## src/rtl/n_channel_arbitrated_mux.sv

```systemverilog
// CHANNELS x BITS registered mux with direct-select or round-robin arbitration,
// request/grant handshake on the inputs and a valid/ready output register.
module n_channel_arbitrated_mux #(
    parameter int unsigned BITS     = 32,
    parameter int unsigned CHANNELS = 4,
    parameter int unsigned SEL_BITS = $clog2(CHANNELS)
) (
    input  logic                          CLK,
    input  logic                          RESET,
    input  logic [CHANNELS-1:0][BITS-1:0] DATA,
    input  logic [CHANNELS-1:0]           REQUEST,
    output logic [CHANNELS-1:0]           GRANT,
    input  logic                          MODE,
    input  logic [SEL_BITS-1:0]           SELECT,
    output logic [BITS-1:0]               OUT,
    output logic [SEL_BITS-1:0]           OUT_CHANNEL,
    output logic                          OUT_VALID,
    input  logic                          OUT_READY
);
    localparam int unsigned         IDX_BITS = SEL_BITS + 1;
    localparam logic [IDX_BITS-1:0] CH_COUNT = IDX_BITS'(CHANNELS);
    localparam logic [SEL_BITS-1:0] LAST_CH  = SEL_BITS'(CHANNELS - 1);

    logic [SEL_BITS-1:0] ptr;
    logic [SEL_BITS-1:0] ptr_nxt;
    logic [SEL_BITS-1:0] grant_idx;
    logic [SEL_BITS-1:0] rr_idx;
    logic [IDX_BITS-1:0] scan_idx;
    logic                armed;
    logic                free;
    logic                grant_any;
    logic                rr_hit;

    // Round-robin winner: first requester at or after ptr, wrapping modulo CHANNELS
    always_comb begin
        rr_hit   = 1'b0;
        rr_idx   = '0;
        scan_idx = '0;
        for (int unsigned k = 0; k < CHANNELS; k++) begin
            scan_idx = IDX_BITS'(ptr) + IDX_BITS'(k);
            if (scan_idx >= CH_COUNT) begin
                scan_idx = scan_idx - CH_COUNT;
            end
            if (!rr_hit && REQUEST[SEL_BITS'(scan_idx)]) begin
                rr_hit = 1'b1;
                rr_idx = SEL_BITS'(scan_idx);
            end
        end
    end

    // Grant selection; armed stays low for the first edge after reset release
    always_comb begin
        free      = ~OUT_VALID | OUT_READY;
        grant_any = 1'b0;
        grant_idx = '0;
        ptr_nxt   = ptr;
        GRANT     = '0;
        if (armed && free) begin
            if (MODE) begin
                grant_any = rr_hit;
                grant_idx = rr_idx;
                if (rr_hit) begin
                    ptr_nxt = (rr_idx == LAST_CH) ? '0 : rr_idx + 1'b1;
                end
            end else if ((IDX_BITS'(SELECT) < CH_COUNT) && REQUEST[SELECT]) begin
                grant_any = 1'b1;
                grant_idx = SELECT;
            end
        end
        if (grant_any) begin
            GRANT = CHANNELS'(1) << grant_idx;
        end
    end

    // Output register: a grant loads a new word even while the old one drains
    always_ff @(posedge CLK or posedge RESET) begin
        if (RESET) begin
            armed       <= 1'b0;
            ptr         <= '0;
            OUT         <= '0;
            OUT_CHANNEL <= '0;
            OUT_VALID   <= 1'b0;
        end else begin
            armed <= 1'b1;
            ptr   <= ptr_nxt;
            if (grant_any) begin
                OUT         <= DATA[grant_idx];
                OUT_CHANNEL <= grant_idx;
                OUT_VALID   <= 1'b1;
            end else if (OUT_READY) begin
                OUT_VALID <= 1'b0;
            end
        end
    end
endmodule

```

## config.mk

```make
export PLATFORM = sky130hd
export DESIGN_NAME = n_channel_arbitrated_mux
export DESIGN_NICKNAME = d
export VERILOG_FILES = /design/src/rtl/n_channel_arbitrated_mux.sv
export SDC_FILE = /design/constraint.sdc
export NUM_CORES = 1
export LEC_CHECK = 0
export CORE_MARGIN = 2
export CORE_UTILIZATION = 30
export DETAILED_ROUTE_END_ITERATION = 6
export PLACE_DENSITY = 0.7
export SLEW_MARGIN = 40
export SYNTH_ARGS = -nofsm -noshare
export SYNTH_HDL_FRONTEND = slang
export SYNTH_SLANG_ARGS = --single-unit
```

## constraint.sdc

```tcl
create_clock -name CLK -period 2.5 [get_ports CLK]
set_clock_uncertainty 0.2 [all_clocks]
set_input_delay 0.25 -clock CLK [delete_from_list [all_inputs] [get_ports CLK]]
set_output_delay 0.25 -clock CLK [all_outputs]
set_load 0.005 [all_outputs]
```

==> results.md, run 1 <==
- Switching power share of the total: 31.94%
- Critical path startpoint category: flop
- Synth Net Count: 374
- Synth area leader: dfrtp_1
- Total power: between 2000 and 3000 uW
- Layout fillers: 754
- Commonest cells after routing, fill and taps aside: clkdlybuf4s50_1 (165), mux2i_1 (65), nand2_1 (43), dfrtp_1 (37), o221ai_1 (28)
- Largest fanout on the critical path: 7
- Internal: a little under 2000 uW
- Num CTS Buffers: 5
- Remaining DRCs: 0
- CP bufs+invs: 2
- Sequential share of power: between 30% and 40%
- Mapped Cells: 235
- CTS Buffer Depth: 2
- Die area: just over 9000 sq um
- Slowest stage cell on the critical path: dfrtp_2
- Delay of the slowest cell on the worst path: 440 ps
- Yosys cell types: 39
- Pleak: 0.002201 uW
- Setup violators final: 0
- Hold Slack: between 100 and 150 ps
- Clock Latency Late Sink: about 270 ps
- CP Cell Sequence: nand2b_4, nor4_4, buf_4, nor3_4, and4_1, dlygate4sd2_1
- Die height: 96.35 um
- Power Dens Cells: slightly above 600 nW/um^2
- Total standard cell area after synthesis: 2559 sq um
- Post-route ant nets: 0
- Final Cycle Share: 94.22%
- Clock share of power: 13.8%
- Synth Area per Inst: approximately 11 sq um
- Row Count: 33
- Via Count: 2,571
- Initial Util: 30.98%
- DRT Wirelength: roughly 8.6 mm
- Slew Limit Fails: 0
- Finished Cell Area: 4594 sq um
- R2R Setup Slk: 170 ps
- FMAX: 424.5 MHz
- IO buf count: about 180
- Detail-routed via count per cell: 4.851
- Drt initial violations: 68
- H-tree levels: 2
- Post-Layout Cell Count: 530
- Initial antenna violation count: 0
- Dominant cells by area after synthesis: dfrtp_1 (37%), mux2i_1 (25%), o221ai_1 (9.6%)
- Placed Instances: between 500 and 600
- Util after Layout: 55.64%
- Total GRT Usage: 17.78%
- Sequential area share after synthesis: between 30% and 40%
- Pre-antenna DRT Iters: 4
- Worst EP arrival: about 1900 ps
- Critical Path End Type: output port
- Critical path's top delay family: simple AND/OR/NAND/NOR gates
- Worst-path clk slew: 70 ps
- Area share of the largest cell type after synthesis: 37.16%
- Commonest non-fill, non-tap cell in the layout: clkdlybuf4s50_1
- Comb pwr share: around 53%
- I/O Pins: roughly 180
- Hold Vio Cnt, Final: 0
- Core ar.: 8258 sq um
- Antenna diode count: 0
- Result of the run: complete, no violations
- Global-route wire length before repair: 12.76 mm
- Die Wd: 96.35 um
- Clock sink total: 38
- CP Class: flop to output port
- Root Buffer: clkbuf_8
- Vias in the first global route: 2,624
- Pin count of the biggest net entering global routing: 34
- Register bit count reported by yosys: 38
- CTS tree: yes
- Final Net Count: 564
- Wirelength per Cell: 16.14 um
- Layout cell share with drive strength beyond 1: 12.71%
- Hold Path Class: primary input to asynchronous set/reset pin
- Worst Path Required: 2050 ps
- Psw: 902.3 uW
- Max-Cap Viols: 0
- Final min period: 2356 ps
- Max VDD drop: 0.0002486 V
- Layout area overhead: 79.56%
- Final GP Congestion: 0.8194
- Hpwl dp: 6.577 mm
- Post-Place Cell Area: 4452 sq um
- RSZ-0062 raised after global routing: false
- GRT overflow: 0
- Ys Warns: 0
==> cell type report <==
class	count	area [sq um]	share of cell area, %
timing repair buffer	201	1943	42.29
clock buffer	7	76.32	1.661
multi-input combinational	177	1484	32.30
inverter	2	7.507	0.1634
sequential	38	952.2	20.72
tap	105	131.4	2.859
==> layer usage <==
layer  vias up  wire length [um]  GRT usage (%)
li1       1264                 -              -
met1      1203              3489          21.29
met3         4               763          4.307
met2       100              4262          32.47
met4         0                40          3.169
met5         -                 0              0
==> synth_stat cells <==
| master | count |
|---|---|
| mux2i_1 | 65 |
| nand2_1 | 43 |
| dfrtp_1 | 38 |
| o221ai_1 | 28 |
| buf_2 | 5 |
| buf_6 | 5 |
| clkbuf_1 | 4 |
| nor2_1 | 4 |
| o221ai_2 | 4 |
| a21oi_1 | 2 |
| buf_12 | 2 |
| inv_1 | 2 |
| mux2_2 | 2 |
| nand2b_1 | 2 |
| nor2b_1 | 2 |
| nor4_4 | 2 |
| o31ai_2 | 2 |
| or3_1 | 2 |
| a211oi_1 | 1 |
| a21o_4 | 1 |
| a31o_1 | 1 |
| and2_1 | 1 |
| and2b_1 | 1 |
| and2b_4 | 1 |
| and3_1 | 1 |
| and3_4 | 1 |
| and4_1 | 1 |
| buf_4 | 1 |
| buf_8 | 1 |
| conb_1 | 1 |
| ha_1 | 1 |
| mux2_4 | 1 |
| nand3_1 | 1 |
| nor3_4 | 1 |
| o21ai_0 | 1 |
| o21ba_1 | 1 |
| o31ai_1 | 1 |
| o41ai_1 | 1 |
| or2_2 | 1 |
==> final timing paths <==
| path | start | cells after the start | to |
|---|---|---|---|
| max in group asynchronous | RESET | 3 | ptr[1] |
| min in group CLK | OUT_CHANNEL[1] | 2 | OUT_CHANNEL[1] |
| min | RESET | 3 | OUT[27] |
| max reg2reg | ptr[0] | 8 | OUT[15] |
| max | ptr[1] | 6 | GRANT[0] |
| min reg2reg | OUT_CHANNEL[1] | 2 | OUT_CHANNEL[1] |
==> flip-flops by register name, summed over array words and instances, names as in the netlist <==
signal	count
OUT	32
OUT_CHANNEL	2
ptr	2
armed	1
OUT_VALID	1
==> power groups by stage <==
stage / clock [uW] / combinational (uW) / sequential (uW)
after floorplan: 0 / 683 / 960
after global placement: 0 / 1450 / 944
after detailed placement: 0 / 1470 / 953
after CTS: 409 / 1500 / 944
after global routing: 438 / 1620 / 975
final: 390 / 1490 / 947
==> worst min-delay path: stages <==
cell and delay [ps]:
clkdlybuf4s50_1 400, clkinv_1 60, buf_4 240
==> per-stage QoR <==
stage / setup TNS [ps] / worst slack, ps
floorplan: 0 / 524.0
global placement: -6897 / -260.4
detailed placement: -6853 / -255.9
CTS: 0 / 18.07
global route: 0 / 45.77
finish: 0 / 144.5
==> repair_timing <==
| action | in CTS | in global routing |
|---|---|---|
| setup buffers | 4 | 1 |
| hold buffers | 0 | 0 |
| pin swaps | 6 | 2 |
| resized for setup | 15 | 7 |
| endpoints found under the setup margin | 4 | 17 |
==> cells by family (layout without fill, tap and decap cells) <==
| family | after synthesis | in the layout | share of synthesized area (%) |
|---|---|---|---|
| other cells | 1 | 1 | 0.1466 |
| compound gates | 43 | 43 | 15.75 |
| simple gates | 64 | 64 | 13.06 |
| fa+ha+maj | 1 | 1 | 0.4889 |
| flops | 38 | 38 | 37.16 |
| buf+inv | 20 | 210 | 6.503 |
| mux | 68 | 68 | 26.89 |
Power figures use the tool's default switching activity.
==> inputs of run 2 (changes only) <==
Settings changed: SLEW_MARGIN 40 to unset.
==> results of run 2 <==
Same layout as run 1: the final DEF is identical, and so are final timing and power.
==> inputs of run 3 (changes only) <==
Settings changed: REMOVE_ABC_BUFFERS set to 1.
==> results.md, run 3 (synthesis gave the netlist of run 1 again) <==
- I/O Pins: 177 (unchanged)
- CP bufs+invs: 3 (was 2)
- Delay of the slowest cell on the worst path: 420 ps (was 440 ps)
- Post-route ant nets: 0 (unchanged)
- Total GRT Usage: 18.62% (was 17.78%)
- RSZ-0062 raised after global routing: true (was false)
- Initial antenna violation count: 0 (unchanged)
- Largest regs: OUT x32, OUT_CHANNEL x2, ptr x2 (unchanged)
- CP Class: primary input to output port (was flop to output port)
- Hold Vio Cnt, Final: 0 (unchanged)
- DRT Wirelength: 8.697 mm (was 8.555 mm)
- Top reg by flops: OUT (unchanged)
- Pleak: 0.002214 uW (was 0.002201 uW)
- H-tree levels: 2 (unchanged)
- Final Net Count: 567 (was 564)
- Clock sink total: 38 (unchanged)
- Worst-path clk slew: 80 ps (was 70 ps)
- Result of the run: complete, no violations (unchanged)
- Global-route wire length before repair: 13.25 mm (was 12.76 mm)
- Clock Latency Late Sink: 290 ps (was 270 ps)
- Vias in the first global route: 2,736 (was 2,624)
- Setup violators final: 0 (unchanged)
- CP Cell Sequence: clkdlybuf4s50_1, buf_4, mux2_4, and3_4, o31ai_4, and3_4, dlygate4sd2_1 (was nand2b_4, nor4_4, buf_4, nor3_4, and4_1, dlygate4sd2_1)
- Die Wd: 96.35 um (unchanged)
- Detail-routed via count per cell: 4.895 (was 4.851)
- Remaining DRCs: 0 (unchanged)
- Hold Path Class: primary input to asynchronous set/reset pin (unchanged)
- Pre-CTS setup slack: -324.6 ps (was -255.9 ps)
- Die height: 96.35 um (unchanged)
- Num CTS Buffers: 5 (unchanged)
- Slowest stage cell on the critical path: clkdlybuf4s50_1 (was dfrtp_2)
- Commonest non-fill, non-tap cell in the layout: clkdlybuf4s50_1 (unchanged)
- Root Buffer: clkbuf_8 (unchanged)
- GRT overflow: 0 (unchanged)
- FMAX: 411.5 MHz (was 424.5 MHz)
- Wirelength per Cell: 16.29 um (was 16.14 um)
- Max FFs per register: 32 (unchanged)
- Initial Util: 30.98% (unchanged)
- Via Count: 2,614 (was 2,571)
- Max-Cap Viols: 0 (unchanged)
- Layout area overhead: 81.66% (was 79.56%)
- Util after Layout: 56.29% (was 55.64%)
- Critical Path End Type: output port (unchanged)
- Critical path's top delay family: buffers and inverters (was simple AND/OR/NAND/NOR gates)
- IO buf count: 176 (unchanged)
- Worst EP arrival: 1980 ps (was 1910 ps)
- Hpwl dp: 6.734 mm (was 6.577 mm)
- Largest fanout on the critical path: 5 (was 7)
- Die area: 9283 sq um (unchanged)
- CTS Buffer Depth: 2 (unchanged)
- Critical path startpoint category: primary input (was flop)
- Core ar.: 8258 sq um (unchanged)
- Max VDD drop: 0.0002396 V (was 0.0002486 V)
- Worst Path Required: 2050 ps (about the same)
- Pin count of the biggest net entering global routing: 39 (was 34)
- CTS tree: yes (unchanged)
- Pre-antenna DRT Iters: 4 (unchanged)
- Final min period: 2430 ps (was 2356 ps)
- Layout cell share with drive strength beyond 1: 13.52% (was 12.71%)
- Layout fillers: 739 (was 754)
- Critical Path Most Common Cell: and3_4
- Final Cycle Share: 97.21% (was 94.22%)
- Post-route setup slack: 69.72 ps (was 144.5 ps)
- Row Count: 33 (unchanged)
- Commonest cells after routing, fill and taps aside: clkdlybuf4s50_1 (168), mux2i_1 (65), nand2_1 (43), dfrtp_1 (38), o221ai_1 (28) (was clkdlybuf4s50_1 (165), mux2i_1 (65), nand2_1 (43), dfrtp_1 (37), o221ai_1 (28))
- Power Dens Cells: 622.3 nW/um^2 (was 614.8 nW/um^2)
- Drt initial violations: 69 (was 68)
- Slew Limit Fails: 0 (unchanged)
- Antenna diode count: 0 (unchanged)
- Final GP Congestion: 0.8363 (was 0.8194)
run 3: cell count changes in the layout (fill, tap and decap cells not counted), sizes merged:
cell and change:
clkinv +1, clkbuf +1, clkdlybuf4s50 +3, dlymetal6s2s -1
dlygate4sd2 -3, buf +3
run 3: area by class of cell:
| type | count | area (sq um) | share of cell area, % |
|---|---|---|---|
| multi-input cells | 177 | 1476 | 31.76 |
| repair buffers | 204 | 1991 | 42.83 |
| inverters | 2 | 7.507 | 0.1615 |
| clock buffers | 7 | 86.33 | 1.857 |
| well taps | 105 | 131.4 | 2.826 |
| flip-flops and latches | 38 | 950.9 | 20.46 |
| clock inverters | 1 | 5.005 | 0.1077 |
run 3: final timing paths:
path | from | to | slack (ps) | depth (start not counted)
min reg2reg | OUT_CHANNEL[0] | OUT_CHANNEL[0] | 280 | 2
max reg2reg | ptr[0] | OUT[15] | 240 | 8
max | REQUEST[1] | GRANT[2] | 70 | 7
max in group asynchronous | RESET | OUT[25] | 1580 | 3
min in group CLK | OUT_CHANNEL[0] | OUT_CHANNEL[0] | 280 | 2
min | RESET | OUT[8] | 180 | 3
run 3: power by group:
group / switching [uW] / leakage (uW) / internal [uW] / total (uW)
registers: 128 / 0.000455 / 822 / 950
clock network: 221 / 0.0000482 / 223 / 444
logic: 581 / 0.00171 / 918 / 1500
total: 930 / 0.00221 / 1960 / 2890
run 3: what timing repair did:
action	CTS	global route
endpoints found under the hold margin	0	0
hold buffers	0	0
setup buffers	1	1
resized for setup	13	8
pin swaps	5	1
setup endpoints to repair	4	9
run 3: metal layers:
layer  wire (um)  vias up  global-route usage (%)
li1            -     1271                       -
met1        3378     1233                   21.30
met2        4491      106                   33.04
met3         753        4                   6.108
met4          73        0                   5.282
met5           0        -                       0
run 3: stage by stage:
stage / hold slack (ps) / setup TNS, ps / power (uW) / area [sq um] / instances
floorplan: 242.4 / -43860 / 1586 / 2400 / 217
global placement: 261.3 / -6587 / 2442 / 4522 / 524
detailed placement: 267.3 / -8221 / 2465 / 4522 / 524
CTS: 191.6 / -49.11 / 2930 / 4636 / 533
global route: 217.3 / -6.719 / 3091 / 4648 / 534
finish: 175.4 / 0 / 2893 / 4648 / 534
run 3: worst register-to-register path, stage by stage, from the launching register on:
cell      delay [ps]
dfrtp_1          380
and2b_2          270
nor4_4           360
o31ai_4          130
buf_4            160
buf_6            130
buf_4            160
mux2i_1          210
o221ai_2         130
